[src/rtl/tcp_tx_serializer.sv]
// tcp_tx_serializer: 32-bit word FIFO plus hold stage feeding SiTCP TX bytes, LSB first.
// Optional macro TCP_TX_FLUSH_ON_CLOSE_EN: discard queued data when the connection closes.
module tcp_tx_serializer #(
    parameter int DEPTH = 8
) (
    input  logic        CLK,
    input  logic        RSTn,
    input  logic        WRITE,
    input  logic [31:0] DATA_IN,
    output logic        READY,
    input  logic        USR_ACTIVE,
    input  logic        USR_TX_AFULL,
    output logic        USR_TX_WE,
    output logic [7:0]  USR_TX_WD,
    output logic        EMPTY,
    output logic        OVERFLOW,
    output logic [31:0] BYTE_CNT
);

    localparam int AW = (DEPTH > 1) ? $clog2(DEPTH) : 1;
    localparam logic [AW:0]   FULL_CNT = DEPTH[AW:0];
    localparam logic [AW:0]   CNT_ONE  = 1;
    localparam logic [AW-1:0] PTR_ONE  = 1;

`ifdef TCP_TX_FLUSH_ON_CLOSE_EN
    typedef enum logic [1:0] {S_IDLE, S_SEND, S_FLUSH} state_t;
`else
    typedef enum logic {S_IDLE, S_SEND} state_t;
`endif

    state_t        state_q, state_d;
    logic [31:0]   mem_q [DEPTH];
    logic [AW-1:0] wr_ptr_q, wr_ptr_d;
    logic [AW-1:0] rd_ptr_q, rd_ptr_d;
    logic [AW:0]   count_q, count_d;
    logic [31:0]   hold_q, hold_d;
    logic          valid_q, valid_d;
    logic [1:0]    idx_q, idx_d;
    logic          we_q, we_d;
    logic [7:0]    wd_q, wd_d;
    logic [31:0]   cnt_q, cnt_d;
    logic          ovf_q, ovf_d;

    logic ready;
    logic push;
    logic pop;
    logic send_ok;
    logic fifo_nempty;
    logic flushing;
    logic close;

`ifdef TCP_TX_FLUSH_ON_CLOSE_EN
    logic act_q;

    always_ff @(posedge CLK or negedge RSTn) begin
        if (!RSTn) begin
            act_q <= 1'b0;
        end else begin
            act_q <= USR_ACTIVE;
        end
    end

    assign close    = act_q && !USR_ACTIVE;
    assign flushing = (state_q == S_FLUSH);
`else
    assign close    = 1'b0;
    assign flushing = 1'b0;
`endif

    assign ready       = (count_q < FULL_CNT);
    assign fifo_nempty = (count_q != '0);
    assign push        = WRITE && ready && !flushing;
    assign send_ok     = USR_ACTIVE && !USR_TX_AFULL;
    assign ovf_d       = ovf_q || (WRITE && !ready && !flushing);

    always_ff @(posedge CLK) begin
        if (push) begin
            mem_q[wr_ptr_q] <= DATA_IN;
        end
    end

    always_comb begin
        wr_ptr_d = wr_ptr_q;
        rd_ptr_d = rd_ptr_q;
        count_d  = count_q;
        if (flushing) begin
            wr_ptr_d = '0;
            rd_ptr_d = '0;
            count_d  = '0;
        end else begin
            if (push) wr_ptr_d = wr_ptr_q + PTR_ONE;
            if (pop)  rd_ptr_d = rd_ptr_q + PTR_ONE;
            unique case ({push, pop})
                2'b10:   count_d = count_q + CNT_ONE;
                2'b01:   count_d = count_q - CNT_ONE;
                default: count_d = count_q;
            endcase
        end
    end

    always_comb begin
        state_d = state_q;
        hold_d  = hold_q;
        valid_d = valid_q;
        idx_d   = idx_q;
        we_d    = 1'b0;
        wd_d    = wd_q;
        cnt_d   = cnt_q;
        pop     = 1'b0;
        unique case (state_q)
            S_IDLE: begin
                if (fifo_nempty) begin
                    pop     = 1'b1;
                    hold_d  = mem_q[rd_ptr_q];
                    valid_d = 1'b1;
                    idx_d   = 2'd0;
                    state_d = S_SEND;
                end
            end
            S_SEND: begin
                if (send_ok) begin
                    we_d  = 1'b1;
                    wd_d  = hold_q[{idx_q, 3'b000} +: 8];
                    idx_d = idx_q + 2'd1;
                    cnt_d = cnt_q + 32'd1;
                    // Last byte: reload straight from the FIFO so there is no bubble.
                    if (idx_q == 2'd3) begin
                        if (fifo_nempty) begin
                            pop    = 1'b1;
                            hold_d = mem_q[rd_ptr_q];
                        end else begin
                            valid_d = 1'b0;
                            state_d = S_IDLE;
                        end
                    end
                end
            end
`ifdef TCP_TX_FLUSH_ON_CLOSE_EN
            S_FLUSH: begin
                valid_d = 1'b0;
                idx_d   = 2'd0;
                state_d = S_IDLE;
            end
`endif
            default: begin
                state_d = S_IDLE;
            end
        endcase
        if (close) begin
            state_d = state_t'(2);
        end
    end

    always_ff @(posedge CLK or negedge RSTn) begin
        if (!RSTn) begin
            state_q  <= S_IDLE;
            wr_ptr_q <= '0;
            rd_ptr_q <= '0;
            count_q  <= '0;
            hold_q   <= '0;
            valid_q  <= 1'b0;
            idx_q    <= 2'd0;
            we_q     <= 1'b0;
            wd_q     <= 8'd0;
            cnt_q    <= 32'd0;
            ovf_q    <= 1'b0;
        end else begin
            state_q  <= state_d;
            wr_ptr_q <= wr_ptr_d;
            rd_ptr_q <= rd_ptr_d;
            count_q  <= count_d;
            hold_q   <= hold_d;
            valid_q  <= valid_d;
            idx_q    <= idx_d;
            we_q     <= we_d;
            wd_q     <= wd_d;
            cnt_q    <= cnt_d;
            ovf_q    <= ovf_d;
        end
    end

    assign READY     = ready;
    assign EMPTY     = !fifo_nempty && !valid_q;
    assign USR_TX_WE = we_q;
    assign USR_TX_WD = wd_q;
    assign OVERFLOW  = ovf_q;
    assign BYTE_CNT  = cnt_q;

endmodule
[config.mk]
export PLATFORM = sky130hd
export DESIGN_NAME = tcp_tx_serializer
export DESIGN_NICKNAME = d
export VERILOG_FILES = /design/src/rtl/tcp_tx_serializer.sv
export SDC_FILE = /design/constraint.sdc
export NUM_CORES = 1
export LEC_CHECK = 0
export ABC_CLOCK_PERIOD_IN_PS = 9300
export BUFFER_PORTS_ARGS = -buffer_cell sky130_fd_sc_hd__buf_4
export CAP_MARGIN = 30
export CORE_AREA = 2 2 154 156
export DETAILED_ROUTE_END_ITERATION = 10
export DIE_AREA = 0 0 156 158
export PLACE_DENSITY = 0.88
export SYNTH_ARGS = -nofsm -noshare
export SYNTH_HDL_FRONTEND = slang
export SYNTH_SLANG_ARGS = --single-unit
[constraint.sdc]
create_clock -name CLK -period 9.3 [get_ports CLK]
set_clock_uncertainty 0.15 [all_clocks]
set_input_delay 0 -clock CLK [delete_from_list [all_inputs] [get_ports CLK]]
set_output_delay 0 -clock CLK [all_outputs]
set_load 0.005 [all_outputs]
==> Implementation_results.wiki <==
{| class="wikitable"
! Metric !! Value
|-
| Leak pwr || 0.00575 uW
|-
| Synth async-reset ratio || 25.6%
|-
| Combined global-route utilization of all metal layers || 22.8%
|-
| Row Count || 56
|-
| Die boundary width || 156 um
|-
| DRC violations left || 0
|-
| Required time reported for the critical path endpoint || 9.53 ns
|-
| Detailed-route wire length per cell || 22.8 um
|-
| Buffers on Ports || 80
|-
| Post-synthesis area per instance || 18.7 um^2
|-
| First DRT Iteration DRCs || 588
|-
| Global routing usage on met2 || 39.1%
|-
| Run status || complete, no violations
|-
| Worst Setup Path Type || flip-flop to flip-flop
|-
| Boundary Pins || 81
|-
| Tightest Pin Transition || 1.00 ns
|-
| Sequential fraction of the synthesis area || 73.2%
|-
| Final sum of negative setup slack || 0 ns
|-
| Kind of end point of the critical path || flip-flop
|-
| GRT met3 Usage || 4.68%
|-
| HPWL after DPL || 15.3 mm
|-
| Remaining antenna violation count after routing || 0
|-
| Antenna violations before repair || 0
|-
| M1 GR Usage || 29.6%
|-
| Wire length of the first global-routing pass || 41.8 mm
|-
| Root buffer selected by CTS || sky130_fd_sc_hd__clkbuf_16
|-
| Dominant cell type by area after synthesis || sky130_fd_sc_hd__edfxtp_1
|-
| Tightest slew margin relative to the limit || 32.9%
|-
| Most used flip-flop cell after synthesis || sky130_fd_sc_hd__edfxtp_1
|-
| Hold Path Class || input port to flip-flop
|-
| Area occupied by multi-input gates || 3420 um^2
|-
| Detail-routed via count per cell || 5.94
|-
| Fraction of the core area covered by cells at the end of the flow || 69.3%
|-
| Setup slack of the worst register-to-register path || 5.96 ns
|-
| Clock H-tree levels || 2
|-
| Maximum number of pins on one net before global-route repair || 70
|-
| Crit start category || flip-flop
|-
| Critical Path AT || 3.57 ns
|-
| # setup viols final || 0
|-
| Maximum Capacitance Violations || 0
|-
| Peak Freq || 0.299 GHz
|-
| Post-Synthesis Net Count || 765
|-
| Storage cell area || 9900 um^2
|-
| Clk buf depth || 3
|-
| Commonest non-fill, non-tap cells in the layout || 256 x sky130_fd_sc_hd__edfxtp_1, 93 x sky130_fd_sc_hd__buf_4, 85 x sky130_fd_sc_hd__dfrtp_1, 72 x sky130_fd_sc_hd__mux4_2, 40 x sky130_fd_sc_hd__nand2_1
|-
| Fin crit share || 35.9%
|-
| Count of clock tree sinks || 344
|-
| Clock Pin Slew Worst Setup and Hold Paths || 0.06 ns
|-
| Leading cell types by total area after synthesis || sky130_fd_sc_hd__edfxtp_1 57%, sky130_fd_sc_hd__dfrtp_1 16%, sky130_fd_sc_hd__mux4_2 12%
|-
| Clock latency reported for the late side of the worst-skew pair || 0.52 ns
|-
| GRT Residual Overflow || 0
|-
| Number of different library cells in the post-synthesis netlist || 40
|-
| Number of hold violations in the final report || 0
|-
| Post-layout nets || 901
|-
| Clock tree from TritonCTS || done
|-
| Number of slew-limit violations in the final report || 0
|-
| Mapped Area || 13500 um^2
|-
| Number of global-route vias before repair || 7364
|-
| Area share of the leading cell type in the synthesized netlist || 56.9%
|-
| Number of storage elements in the synthesis netlist || 344
|-
| Final Wtd Congestion || 0.758
|-
| Number of flops mapped to enable cells by yosys || 256
|-
| Unrepaired setup endpoints after global routing || no
|-
| Share of final-layout standard cells stronger than drive strength 1 || 28.0%
|-
| Core region area || 23100 um^2
|-
| Synthesized instance count || 721
|-
| Number of buffers created by CTS || 35
|-
| Syn. warnings || 0
|-
| Fin crit period || 3.34 ns
|-
| Layer with the highest usage || met2
|-
| Cell area power density || 277 nW/um^2
|-
| Final-layout fill cell count || 1388
|-
| DR vias || 6965
|-
| Height of the chip || 158 um
|-
| Commonest non-fill, non-tap cell in the layout || sky130_fd_sc_hd__edfxtp_1
|-
| Pre-antenna DRT Iters || 5
|-
| Final Routed Wirelength || 26.8 mm
|-
| Area of the die || 24600 um^2
|-
| Worst voltage drop across the vdd grid || 0.136 mV
|-
| P&R area growth vs syn || 18.1%
|-
| Highest net fanout along the worst path || 69
|-
| Buffer count from post-CTS setup fixing || 0
|-
| Starting Density || 58.6%
|-
| Inserted Diodes || 0
|}
## flip-flops by register name, indices dropped and copies added, names as in the netlist, 2 cells and up
name	count
hold_q	32
idx_q	2
USR_TX_WD	8
BYTE_CNT	32
wr_ptr_q	3
rd_ptr_q	3
mem_q	256
count_q	4
## synthesized netlist by cell type (2+ instances only)
cell type,number
sky130_fd_sc_hd__clkbuf_1,6
sky130_fd_sc_hd__nor3b_1,4
sky130_fd_sc_hd__buf_2,15
sky130_fd_sc_hd__nor3_1,4
sky130_fd_sc_hd__edfxtp_1,256
sky130_fd_sc_hd__nand3_1,9
sky130_fd_sc_hd__a21oi_1,34
sky130_fd_sc_hd__and3_2,2
sky130_fd_sc_hd__ha_1,7
sky130_fd_sc_hd__xnor2_1,32
sky130_fd_sc_hd__a21o_1,2
sky130_fd_sc_hd__nor2_1,40
sky130_fd_sc_hd__dfrtp_1,88
sky130_fd_sc_hd__xor2_1,8
sky130_fd_sc_hd__nor4_4,2
sky130_fd_sc_hd__buf_6,9
sky130_fd_sc_hd__mux2i_1,32
sky130_fd_sc_hd__and4_2,2
sky130_fd_sc_hd__nand2_1,40
sky130_fd_sc_hd__inv_1,7
sky130_fd_sc_hd__nor2b_1,2
sky130_fd_sc_hd__mux4_2,72
sky130_fd_sc_hd__nor3_2,2
sky130_fd_sc_hd__o21ai_0,4
sky130_fd_sc_hd__buf_4,4
sky130_fd_sc_hd__and2_1,2
sky130_fd_sc_hd__mux2_2,3
sky130_fd_sc_hd__nand4_1,16
sky130_fd_sc_hd__nand4_2,2
sky130_fd_sc_hd__nand3b_1,2
sky130_fd_sc_hd__and3_1,4
## timing repair
| item | CTS | global route |
|---|---|---|
| endpoints found under the hold margin | 369 | 0 |
| gates resized for setup | 0 | 0 |
| hold buffers | 39 | 0 |
## cell families (layout without fill, tap and decap cells)
logic type | Yosys count | in the layout | synth area share (%)
compound gates | 44 | 44 | 1.76
flops | 344 | 344 | 73.2
simple gates | 137 | 137 | 5.30
buf+inv | 42 | 204 | 1.92
fa+ha+maj | 7 | 7 | 0.648
mux | 107 | 107 | 14.6
xor+xnor | 40 | 40 | 2.59
## per-layer routing
layer	part of all wire (%)	wire length, um
met3	5.9	1590
met2	51	13700
met1	40	10700
met5	0	0
met4	2.7	733
## cell type report
cell class,instances,share of cell area (%)
inverters,7,0.165
flip-flops and latches,344,62.0
multi-input cells,335,21.4
clock inverters,13,0.799
repair buffers,134,7.22
well taps,290,2.27
clock buffers,50,6.15
## worst paths after layout
check,start,to,depth (start not counted)
max,idx_q[0],count_q[2],11
min,DATA_IN[1],mem_q[0][1],2
max reg2reg,idx_q[0],count_q[2],11
min reg2reg,OVERFLOW,OVERFLOW,1
max in group asynchronous,RSTn,rd_ptr_q[2],4
min in group asynchronous,RSTn,count_q[3],4
## where the power goes
part	total [uW]	switching [uW]	internal, uW	leakage, uW
Clock	1350	554	795	0.000548
Combinational	1030	505	523	0.00183
Sequential	2040	175	1870	0.00337
Total	4420	1230	3180	0.00575
## through the flow
| stage | hold WS [ns] | setup WS (ns) | power, uW | instance area, um^2 | cells |
|---|---|---|---|---|---|
| global placement | 0.0738 | 6.12 | 3010 | 14400 | 1069 |
| CTS | 0.0958 | 5.94 | 4440 | 15900 | 1172 |
| floorplan | -0.446 | 5.37 | 2750 | 13500 | 721 |
| finish | 0.110 | 5.96 | 4420 | 16000 | 1173 |
| detailed placement | -0.104 | 5.98 | 3060 | 14400 | 1070 |
| global route | 0.114 | 5.66 | 4610 | 16000 | 1173 |
## worst max-delay path, cell delays in order, from the launching register on
cell                       delay (ns)
sky130_fd_sc_hd__dfrtp_1         0.73
sky130_fd_sc_hd__ha_1            0.25
sky130_fd_sc_hd__nand3b_1        0.14
sky130_fd_sc_hd__a21oi_4         0.16
sky130_fd_sc_hd__buf_4           0.54
sky130_fd_sc_hd__ha_1            0.38
sky130_fd_sc_hd__xor2_1          0.10
sky130_fd_sc_hd__ha_1            0.19
sky130_fd_sc_hd__a21oi_1         0.17
sky130_fd_sc_hd__xor2_1          0.18
sky130_fd_sc_hd__nor2_1          0.07
sky130_fd_sc_hd__xor2_1          0.14
(Power assumes the default switching activity.)
